<file path="src/rtl/order_timer_pkg.sv">
// Shared types and constants for the order timer: FSM state encoding, dish codes,
// default preparation times and a small OP population-count helper.
package order_timer_pkg;

  typedef enum logic [2:0] {
    ST_IDLE,
    ST_COOK,
    ST_DONE,
    ST_RELEASE,
    ST_WAIT_CLR
  } state_t;

  localparam logic [1:0] DISH_1 = 2'd0;
  localparam logic [1:0] DISH_2 = 2'd1;
  localparam logic [1:0] DISH_3 = 2'd2;
  localparam logic [1:0] DISH_4 = 2'd3;

  localparam int unsigned T1_DEF    = 8;
  localparam int unsigned T2_DEF    = 12;
  localparam int unsigned T3_DEF    = 16;
  localparam int unsigned T4_DEF    = 20;
  localparam int unsigned TW_DEF    = 8;
  localparam int unsigned CNT_W_DEF = 8;

  // Number of menu option lines asserted at once.
  function automatic logic [2:0] op_count(input logic [3:0] ops);
    return 3'(ops[0]) + 3'(ops[1]) + 3'(ops[2]) + 3'(ops[3]);
  endfunction

endpackage

</file>
<file path="src/rtl/prep_counter.sv">
// Loadable down-counter that stops at zero and flags the last counted cycle (value==1).
module prep_counter
  import order_timer_pkg::*;
#(
  parameter int unsigned TW = TW_DEF
) (
  input  logic          clk,
  input  logic          reset,
  input  logic          i_load,
  input  logic [TW-1:0] i_load_val,
  input  logic          i_en,
  output logic [TW-1:0] o_count,
  output logic          o_one_c
);

  logic [TW-1:0] r_count;

  always_ff @(posedge clk or posedge reset) begin
    if (reset) begin
      r_count <= '0;
    end else if (i_load) begin
      r_count <= i_load_val;
    end else if (i_en && (r_count != '0)) begin
      r_count <= r_count - TW'(1);
    end
  end

  assign o_count = r_count;
  assign o_one_c = (r_count == TW'(1));

endmodule

</file>
<file path="src/rtl/order_timer.sv">
// Times preparation of the dish picked by the menu FSM, presents READY, then pulses CLC.
// Optional macro ORDER_TIMER_AUTOACK_EN: DONE self-acknowledges after HOLD cycles.
module order_timer
  import order_timer_pkg::*;
#(
  parameter int unsigned T1    = T1_DEF,
  parameter int unsigned T2    = T2_DEF,
  parameter int unsigned T3    = T3_DEF,
  parameter int unsigned T4    = T4_DEF,
  parameter int unsigned TW    = TW_DEF,
  parameter int unsigned CNT_W = CNT_W_DEF
`ifdef ORDER_TIMER_AUTOACK_EN
  ,
  parameter int unsigned HOLD  = 4
`endif
) (
  input  logic             clk,
  input  logic             reset,
  input  logic             OP1,
  input  logic             OP2,
  input  logic             OP3,
  input  logic             OP4,
  input  logic             CANCEL,
  input  logic             ACK,
  output logic             CLC,
  output logic             BUSY,
  output logic             READY,
  output logic             ERR,
  output logic [1:0]       DISH,
  output logic [TW-1:0]    REMAIN,
  output logic [CNT_W-1:0] ORDERS
);

  state_t           r_state;
  logic             r_clc;
  logic             r_busy;
  logic             r_ready;
  logic             r_err;
  logic [1:0]       r_dish;
  logic [CNT_W-1:0] r_orders;

  logic [3:0]    w_ops;
  logic [2:0]    w_op_cnt;
  logic          w_one_hot;
  logic          w_multi;
  logic [1:0]    w_sel_dish;
  logic [TW-1:0] w_sel_time;
  logic          w_rem_load;
  logic [TW-1:0] w_rem_val;
  logic          w_rem_en;
  logic [TW-1:0] w_remain;
  logic          w_rem_one;
  logic          w_auto_ack;

  assign w_ops     = {OP4, OP3, OP2, OP1};
  assign w_op_cnt  = op_count(w_ops);
  assign w_one_hot = (w_op_cnt == 3'd1);
  assign w_multi   = (w_op_cnt > 3'd1);

  // Dish code and prep time for a one-hot selection.
  always_comb begin
    w_sel_dish = DISH_1;
    w_sel_time = TW'(T1);
    if (w_ops[1]) begin
      w_sel_dish = DISH_2;
      w_sel_time = TW'(T2);
    end else if (w_ops[2]) begin
      w_sel_dish = DISH_3;
      w_sel_time = TW'(T3);
    end else if (w_ops[3]) begin
      w_sel_dish = DISH_4;
      w_sel_time = TW'(T4);
    end
  end

  // REMAIN is loaded on start, cleared on cancel, counts down while cooking.
  assign w_rem_load = ((r_state == ST_IDLE) && w_one_hot) || ((r_state == ST_COOK) && CANCEL);
  assign w_rem_val  = (r_state == ST_IDLE) ? w_sel_time : '0;
  assign w_rem_en   = (r_state == ST_COOK);

  prep_counter #(.TW(TW)) u_remain (
    .clk        (clk),
    .reset      (reset),
    .i_load     (w_rem_load),
    .i_load_val (w_rem_val),
    .i_en       (w_rem_en),
    .o_count    (w_remain),
    .o_one_c    (w_rem_one)
  );

`ifdef ORDER_TIMER_AUTOACK_EN
  logic          w_hold_load;
  logic [TW-1:0] w_hold_cnt;
  logic          w_hold_one;

  assign w_hold_load = (r_state == ST_COOK) && !CANCEL && w_rem_one;

  prep_counter #(.TW(TW)) u_hold (
    .clk        (clk),
    .reset      (reset),
    .i_load     (w_hold_load),
    .i_load_val (TW'(HOLD)),
    .i_en       (r_state == ST_DONE),
    .o_count    (w_hold_cnt),
    .o_one_c    (w_hold_one)
  );

  // A zero HOLD degenerates to a single READY cycle.
  assign w_auto_ack = (r_state == ST_DONE) && (w_hold_one || (w_hold_cnt == '0));
`else
  assign w_auto_ack = 1'b0;
`endif

  always_ff @(posedge clk or posedge reset) begin
    if (reset) begin
      r_state  <= ST_IDLE;
      r_clc    <= 1'b0;
      r_busy   <= 1'b0;
      r_ready  <= 1'b0;
      r_err    <= 1'b0;
      r_dish   <= DISH_1;
      r_orders <= '0;
    end else begin
      r_clc <= 1'b0;
      case (r_state)
        ST_IDLE: begin
          if (w_one_hot) begin
            r_state <= ST_COOK;
            r_busy  <= 1'b1;
            r_dish  <= w_sel_dish;
          end else if (w_multi) begin
            r_err <= 1'b1;
          end
        end
        ST_COOK: begin
          if (CANCEL) begin
            r_state <= ST_RELEASE;
            r_busy  <= 1'b0;
            r_clc   <= 1'b1;
          end else if (w_rem_one) begin
            r_state <= ST_DONE;
            r_busy  <= 1'b0;
            r_ready <= 1'b1;
          end
        end
        ST_DONE: begin
          if (ACK || w_auto_ack) begin
            r_state  <= ST_RELEASE;
            r_ready  <= 1'b0;
            r_orders <= r_orders + CNT_W'(1);
            r_clc    <= 1'b1;
          end
        end
        ST_RELEASE: begin
          r_state <= ST_WAIT_CLR;
        end
        ST_WAIT_CLR: begin
          // Hold off until the menu drops its selection so it cannot restart us.
          if (w_ops == 4'b0000) begin
            r_state <= ST_IDLE;
          end
        end
        default: begin
          r_state <= ST_IDLE;
        end
      endcase
    end
  end

  assign CLC    = r_clc;
  assign BUSY   = r_busy;
  assign READY  = r_ready;
  assign ERR    = r_err;
  assign DISH   = r_dish;
  assign REMAIN = w_remain;
  assign ORDERS = r_orders;

endmodule

</file>
<file path="config.mk">
export PLATFORM = sky130hd
export DESIGN_NAME = order_timer
export DESIGN_NICKNAME = d
export VERILOG_FILES = /design/src/rtl/order_timer_pkg.sv /design/src/rtl/prep_counter.sv /design/src/rtl/order_timer.sv
export SDC_FILE = /design/constraint.sdc
export NUM_CORES = 1
export LEC_CHECK = 0
export CORE_ASPECT_RATIO = 1.2
export CORE_UTILIZATION = 54
export CTS_CLUSTER_SIZE = 12
export DETAILED_ROUTE_END_ITERATION = 7
export GPL_TIMING_DRIVEN = 0
export PLACE_DENSITY_LB_ADDON = 0.05
export SLEW_MARGIN = 20
export SYNTH_ARGS = -nofsm -noshare
export SYNTH_HDL_FRONTEND = slang
export SYNTH_HIERARCHICAL = 1
export SYNTH_SLANG_ARGS = --single-unit
</file>
<file path="constraint.sdc">
create_clock -name clk -period 4.31 [get_ports clk]
set_input_delay 0.431 -clock clk [delete_from_list [all_inputs] [get_ports clk]]
set_output_delay 0.431 -clock clk [all_outputs]
set_load 0.005 [all_outputs]
</file>
==> summary.md, run 1 <==
| Metric | Value |
|---|---|
| Die height | `59.3 um` |
| CTS max path bufs | `2` |
| Yosys reg bits | `25` |
| GP Congestion | `0.800` |
| CTS root buf | `clkbuf_4` |
| CP endpoint | `u_remain/o_count[5]` |
| Synth Area in Compound Gates | `a little under an eighth` |
| # hold bufs at CTS | `0` |
| # placed instances | `~220` |
| Ports | `30` |
| Area of the core | `roughly 2600 um^2` |
| Crit Path Class | `primary input to flop` |
| Most frequent cells in the layout | `clkdlybuf4s50_1, dfrtp_1, nand2_1` |
| Die Area | `2950 um^2` |
| CP Max Fanout | `10` |
| Clock period minus worst slack | `~3400 ps` |
| Diode count | `0` |
| Most common flop cell mapped by yosys | `dfrtp_1` |
| Synth Area per Inst | `9.42 um^2` |
| Antenna violations before repair | `0` |
| Setup bufs post-CTS | `0` |
| Synth Cell Area | `1480 um^2` |
| Origin of the worst setup path | `OP2` |
| Post-synth EDFFs | `0` |
| Tcrit/Tclk final | `between 70% and 80%` |
| Post-synthesis adder-cell area fraction | `8.12%` |
| Yosys top cell area share | `42.3%` |
| Peak supply drop | `383 uV` |
| Cell Count, Final, Fillers Out | `between 200 and 250` |
| Ranking of synthesized cells by area | `dfrtp_1, ha_1, nand2_1` |
| Worst Path Arrival | `about 3600 ps` |
| Commonest non-fill, non-tap cell in the layout | `clkdlybuf4s50_1` |
| Clk sinks | `25` |
| Reg-to-reg critical path startpoint | `r_state[2]` |
| # port buffers | `29` |
| Reg2reg end | `u_remain/o_count[7]` |
| Met3 GRT Util | `3.08%` |
| Synth Instances | `157` |
| Fraction of registers with async set/reset | `100%` |
| RSZ-0062 raised after global routing | `false` |
| Initial core utilization | `between 50% and 60%` |
| Layout net count | `212` |
| Final worst setup slack | `922 ps` |
| Warning count from the yosys run | `6` |
| Tot GR Track Use | `23.5%` |
| Xor-xnor portion of the synthesized cell area | `4.15%` |
| Hpwl dp | `2300 um` |
| Sequential element share of the synthesized area | `42.3%` |
| First-pass GRT wire length | `5320 um` |
| Largest family of logic cells by synthesized area | `simple AND/OR/NAND/NOR gates` |
| Simple-gate share of the synthesized area | `between 20% and 30%` |
| Core Rows | `20` |
| Num CTS Buffers | `3` |
| Max-cap check violation count | `0` |
| Worst Path Required | `between 4000 and 5000 ps` |
| P_leak | `0.000809 uW` |
| Initial drt markers | `33` |
| M1 GR Usage | `29.4%` |
| Routed vias/inst | `around 5.6` |
| Congestion Overflow GR | `0` |
| Vias in the first global route | `1246` |
| Worst clock skew | `6.96 ps` |
| Netlist cell types | `43` |
| R2r setup slk | `1770 ps` |
| Syn-to-layout area delta | `25.2%` |
| DRC viols | `0` |
| Share of cells above drive strength 1 | `6.70%` |
| Worst Reg2Reg Path Length in Cells | `6` |
| Max-slew violation count | `0` |
| TritonRoute pass-1 iters | `4` |
| Met2 Track Usage GR | `40.5%` |
| Status | `completed` |
| Worst-Margin Slew | `approximately 640 ps` |
| Vias | `~1300` |
| Drt total wl | `between 3000 and 4000 um` |
| H-tree Lvls | `1` |
| Setup Viol. Count Final | `0` |
| Clock Latency Late Sink | `310 ps` |
| Clock-pin slew on the worst setup and hold paths | `140 ps` |
| Crit path capture type | `flop` |
| PostCTS Resize Cnt | `0` |
| Final Hold Viols | `0` |
| DP Worst Slack | `634 ps` |
| Slew headroom | `57.1%` |
| Crit path launch type | `primary input` |
| Number of routed nets with antenna violations | `0` |
| Die Width | `49.8 um` |
| Top Usage Layer GRT | `met2` |
| CTS tree | `yes` |
| Mux contribution to synthesized area | `approximately 1.7%` |
| Worst hold path class | `primary input to async pin` |
| Largest area contributor in the netlist | `dfrtp_1` |
| Pwr dens | `583 nW/um^2` |
| Fmax | `slightly below 0.3 GHz` |
| WL/cell | `around 13 um` |
| Largest net degree at the start of global routing | `18` |
| TNS Setup | `0 ps` |
[state kept, by name (all words and copies together), names as in the netlist]
name and cells:
CLC 1, DISH 2, ERR 1, BUSY 1, READY 1, u_remain/o_count 8
r_state 3, ORDERS 8
[cell type report]
type / count / area [um^2]
Multi-Input combinational cell: 116 / 791
Sequential cell: 25 / 626
Clock buffer: 4 / 26.3
Inverter: 14 / 52.6
Timing Repair Buffer: 29 / 290
Tap cell: 33 / 41.3
Fill cell: 201 / 726
Buffer: 6 / 25.0
[cells in the mapped netlist, types with 2 or more instances]
cell type and n:
nand3_1 3, nor2_1 13, clkbuf_1 4, nand2_1 14
o41ai_1 2, or4_1 5, nor4b_1 2, inv_1 13
nor3_1 4, o21ai_0 4, ha_1 8, dfrtp_1 25
nand4_1 4, nor3b_1 4, and2_1 3, xnor2_1 5
a21oi_1 6, buf_2 2, or3b_2 3, a31oi_1 5
xor2_1 2, o2111ai_1 2, nor2b_1 4
[routing by layer]
layer | share of wire [%] | wire length, um
met4 | 2.8 | 85
met3 | 3.4 | 102
met2 | 52 | 1580
met1 | 42 | 1270
met5 | 0 | 0
[how the worst min path moves through the flow]
stage,from,endpoint,slack [ps],depth (start not counted)
4_1_cts,reset,u_remain/o_count[2],390,2
6_report,reset,u_remain/o_count[3],380,2
3_3_place_gp,ERR,ERR,440,1
3_5_place_dp,ERR,ERR,450,1
2_1_floorplan,reset,u_remain/o_count[0],250,1
5_1_grt,reset,u_remain/o_count[7],420,2
[power by group]
group	leakage, uW	internal [uW]	switching, uW	total (uW)
Sequential	0.000309	317	94.9	412
Combinational	0.000485	296	267	563
Clock	0.0000150	36.1	68.5	105
Total	0.000809	649	431	1080
[worst max-delay path, stage by stage]
cell and delay (ps):
clkdlybuf4s50_1 570, fa_1 460, ha_1 210, ha_1 270, or3b_2 480, or2_4 270
nand2_1 160, clkbuf_1 370, nor2_1 100, nand4_1 100, o311ai_0 140
[kinds of logic after synthesis]
group / after synthesis
AO/OA/AOI/OAI: 26
XOR/XNOR: 7
adder cells (fa/ha/maj): 9
buffers and inverters: 20
flip-flops: 25
multiplexers: 2
other: 1
AND/OR/NAND/NOR: 67
[per-stage QoR]
stage | cell area [um^2] | util (%) | total power, uW | hold slack, ps
floorplan | 1490 | - | 740 | 247
global placement | 1830 | 70.8 | 951 | 442
detailed placement | 1830 | 70.8 | 972 | 449
CTS | 1850 | 71.8 | 1080 | 392
global route | 1850 | 71.8 | 1170 | 422
finish | 1850 | 71.8 | 1080 | 383
No activity file was read; power rests on OpenSTA's default activity.
==> inputs of run 2 (changes only) <==
--- a/config.mk
+++ b/config.mk
@@ -6,7 +6,7 @@
 export NUM_CORES = 1
 export LEC_CHECK = 0
 export CORE_ASPECT_RATIO = 1.2
-export CORE_UTILIZATION = 54
+export CORE_UTILIZATION = 46
 export CTS_CLUSTER_SIZE = 12
 export DETAILED_ROUTE_END_ITERATION = 7
 export GPL_TIMING_DRIVEN = 0
==> constraint.sdc (replaced) <==
create_clock -name clk -period 2.8 [get_ports clk]
set_input_delay 0.28 -clock clk [delete_from_list [all_inputs] [get_ports clk]]
set_output_delay 0.28 -clock clk [all_outputs]
set_load 0.005 [all_outputs]
==> run 2 against run 1 <==
Effect of this change: clock skew rose by 4.7 ps; sequential share of layout area fell by 0.61 points; die area rose by 17%; worst hold slack got worse by 160 ps; critical path type unchanged; clock power rose by 53%; sequential power rose by 53%.
==> summary.md, run 2 (synthesis results as in run 1) <==
| Metric | Value |
|---|---|
| Status | `completed (unchanged)` |
| GP Congestion | `0.810 (was 0.800)` |
| Tot GR Track Use | `19.8% (was 23.5%)` |
| CP Max Fanout | `10 (unchanged)` |
| Worst hold path class | `primary input to async pin (unchanged)` |
| Max-slew violation count | `0 (unchanged)` |
| First-pass GRT wire length | `5060 um (was 5320 um)` |
| Worst clock skew | `11.6 ps (was 6.96 ps)` |
| Clk sinks | `25 (unchanged)` |
| TritonRoute pass-1 iters | `4 (unchanged)` |
| Worst Path Arrival | `2770 ps (was 3570 ps)` |
| # port buffers | `29 (unchanged)` |
| DRC viols | `0 (unchanged)` |
| Initial drt markers | `18 (was 33)` |
| # hold bufs at CTS | `0 (unchanged)` |
| Final worst setup slack | `216 ps (was 922 ps)` |
| Most frequent cells in the layout | `clkdlybuf4s50_1, dfrtp_1, nand2_1, nor2_1, inv_1 (was clkdlybuf4s50_1, dfrtp_1, nand2_1)` |
| Fmax | `slightly below 0.4 GHz` |
| Commonest non-fill, non-tap cell in the layout | `clkdlybuf4s50_1 (unchanged)` |
| CTS tree | `yes (unchanged)` |
| Routed vias/inst | `5.33 (was 5.63)` |
| Peak supply drop | `484 uV (was 383 uV)` |
| Final core occ | `61.7% (was 71.8%)` |
| Slew headroom | `57.0% (was 57.1%)` |
| Initial core utilization | `48.4% (was 57.4%)` |
| Hpwl dp | `2280 um (was 2300 um)` |
| RSZ-0062 raised after global routing | `false (unchanged)` |
| Syn-to-layout area delta | `27.5% (was 25.2%)` |
| H-tree Lvls | `1 (unchanged)` |
| Largest net degree at the start of global routing | `18 (unchanged)` |
| Crit path capture type | `flop (unchanged)` |
| WL/cell | `12.9 um (was 13.4 um)` |
| Hold Worst Slack | `226 ps (was 383 ps)` |
| Congestion Overflow GR | `0 (unchanged)` |
| Setup Viol. Count Final | `0 (unchanged)` |
| Crit path launch type | `primary input (unchanged)` |
| Final Hold Viols | `0 (unchanged)` |
| # placed instances | `226 (was 223)` |
| Drt total wl | `2990 um (was 3030 um)` |
| CTS root buf | `clkbuf_4 (unchanged)` |
| DP Worst Slack | `-756 ps (was 634 ps)` |
| Layout net count | `213 (was 212)` |
| Ports | `30 (unchanged)` |
| Vias | `1232 (was 1279)` |
| Antenna violations before repair | `0 (unchanged)` |
| Share of cells above drive strength 1 | `8.72% (was 6.70%)` |
| Vias in the first global route | `1128 (was 1246)` |
| Clock-pin slew on the worst setup and hold paths | `140 ps (about the same)` |
| Max-cap check violation count | `0 (unchanged)` |
| P_leak | `0.000835 uW (was 0.000809 uW)` |
| Number of routed nets with antenna violations | `0 (unchanged)` |
| Clock period minus worst slack | `2580 ps` |
| CTS max path bufs | `2 (unchanged)` |
| Num CTS Buffers | `3 (unchanged)` |
| Pwr dens | `889 nW/um^2 (was 583 nW/um^2)` |
| Die Area | `3450 um^2 (was 2950 um^2)` |
| Die Width | `53.8 um (was 49.8 um)` |
| Die height | `64.1 um (was 59.3 um)` |
| Worst-Margin Slew | `644 ps (was 642 ps)` |
| Crit Path Class | `primary input to flop (unchanged)` |
| Tcrit/Tclk final | `92.3%` |
| Clock Latency Late Sink | `320 ps (was 310 ps)` |
| Cell Count, Final, Fillers Out | `231 (was 227)` |
| Core Rows | `22 (was 20)` |
| TNS Setup | `0 ps (unchanged)` |
| Diode count | `0 (unchanged)` |
| Worst Path Required | `2990 ps (was 4490 ps)` |
| Area of the core | `3060 um^2 (was 2580 um^2)` |
## run 2: routing by layer
layer  part of all wire [%]  global-route usage [%]
met5                      0                       0
met1                     46                    24.6
met3                    2.1                    2.38
met4                   0.57                    6.58
met2                     51                    34.3
## run 2: per-stage QoR
step                total power (uW)  cell area (um^2)
floorplan                       1140              1490
global placement                1470              1830
detailed placement              1490              1830
CTS                             1690              1880
global route                    1830              1890
finish                          1680              1890
## run 2: critical path, cell delays in order
cell,delay [ps]
dlygate4sd2_1,290
fa_1,480
ha_1,220
ha_1,280
or3b_4,410
or2_4,280
nand2_4,100
clkbuf_8,170
nor2_1,50
nand4_1,80
o311ai_0,140
## run 2: area by class of cell
class                   count  area (um^2)
inverters                  14         55.1
repair buffers             30          298
clock buffers               4         26.3
multi-input cells         116          801
plain buffers               6         35.0
fillers                   269         1170
flip-flops and latches     25          626
well taps                  36         45.0
## run 2: path summary, 6_finish.rpt
kind	slack [ps]	to	startpoint	cells after the start
min in group clk	470	DISH[0]	OP4	3
max	220	u_remain/o_count[5]	OP2	11
min reg2reg	480	ORDERS[7]	ORDERS[7]	1
max in group asynchronous	2020	ORDERS[0]	reset	2
min	230	u_remain/o_count[5]	reset	2
max reg2reg	260	u_remain/o_count[7]	r_state[2]	6
## run 2: report_power, final
part	total, uW	switching, uW	internal [uW]
clock	161	106	55.6
combinational	883	406	478
sequential	631	143	488
## run 2: timing repair
action	4_1_cts	5_1_grt
gates resized for setup	9	2
hold endpoints to repair	0	0
buffers inserted	1	0
setup endpoints to repair	8	5
pin swaps	1	0
==> inputs of run 3 (changes only) <==
--- a/config.mk
+++ b/config.mk
@@ -16,3 +16,4 @@
 export SYNTH_HDL_FRONTEND = slang
 export SYNTH_HIERARCHICAL = 1
 export SYNTH_SLANG_ARGS = --single-unit
+export TNS_END_PERCENT = 20
==> results of run 3 <==
Same layout as run 2: the final DEF is identical, and so are final timing and power.
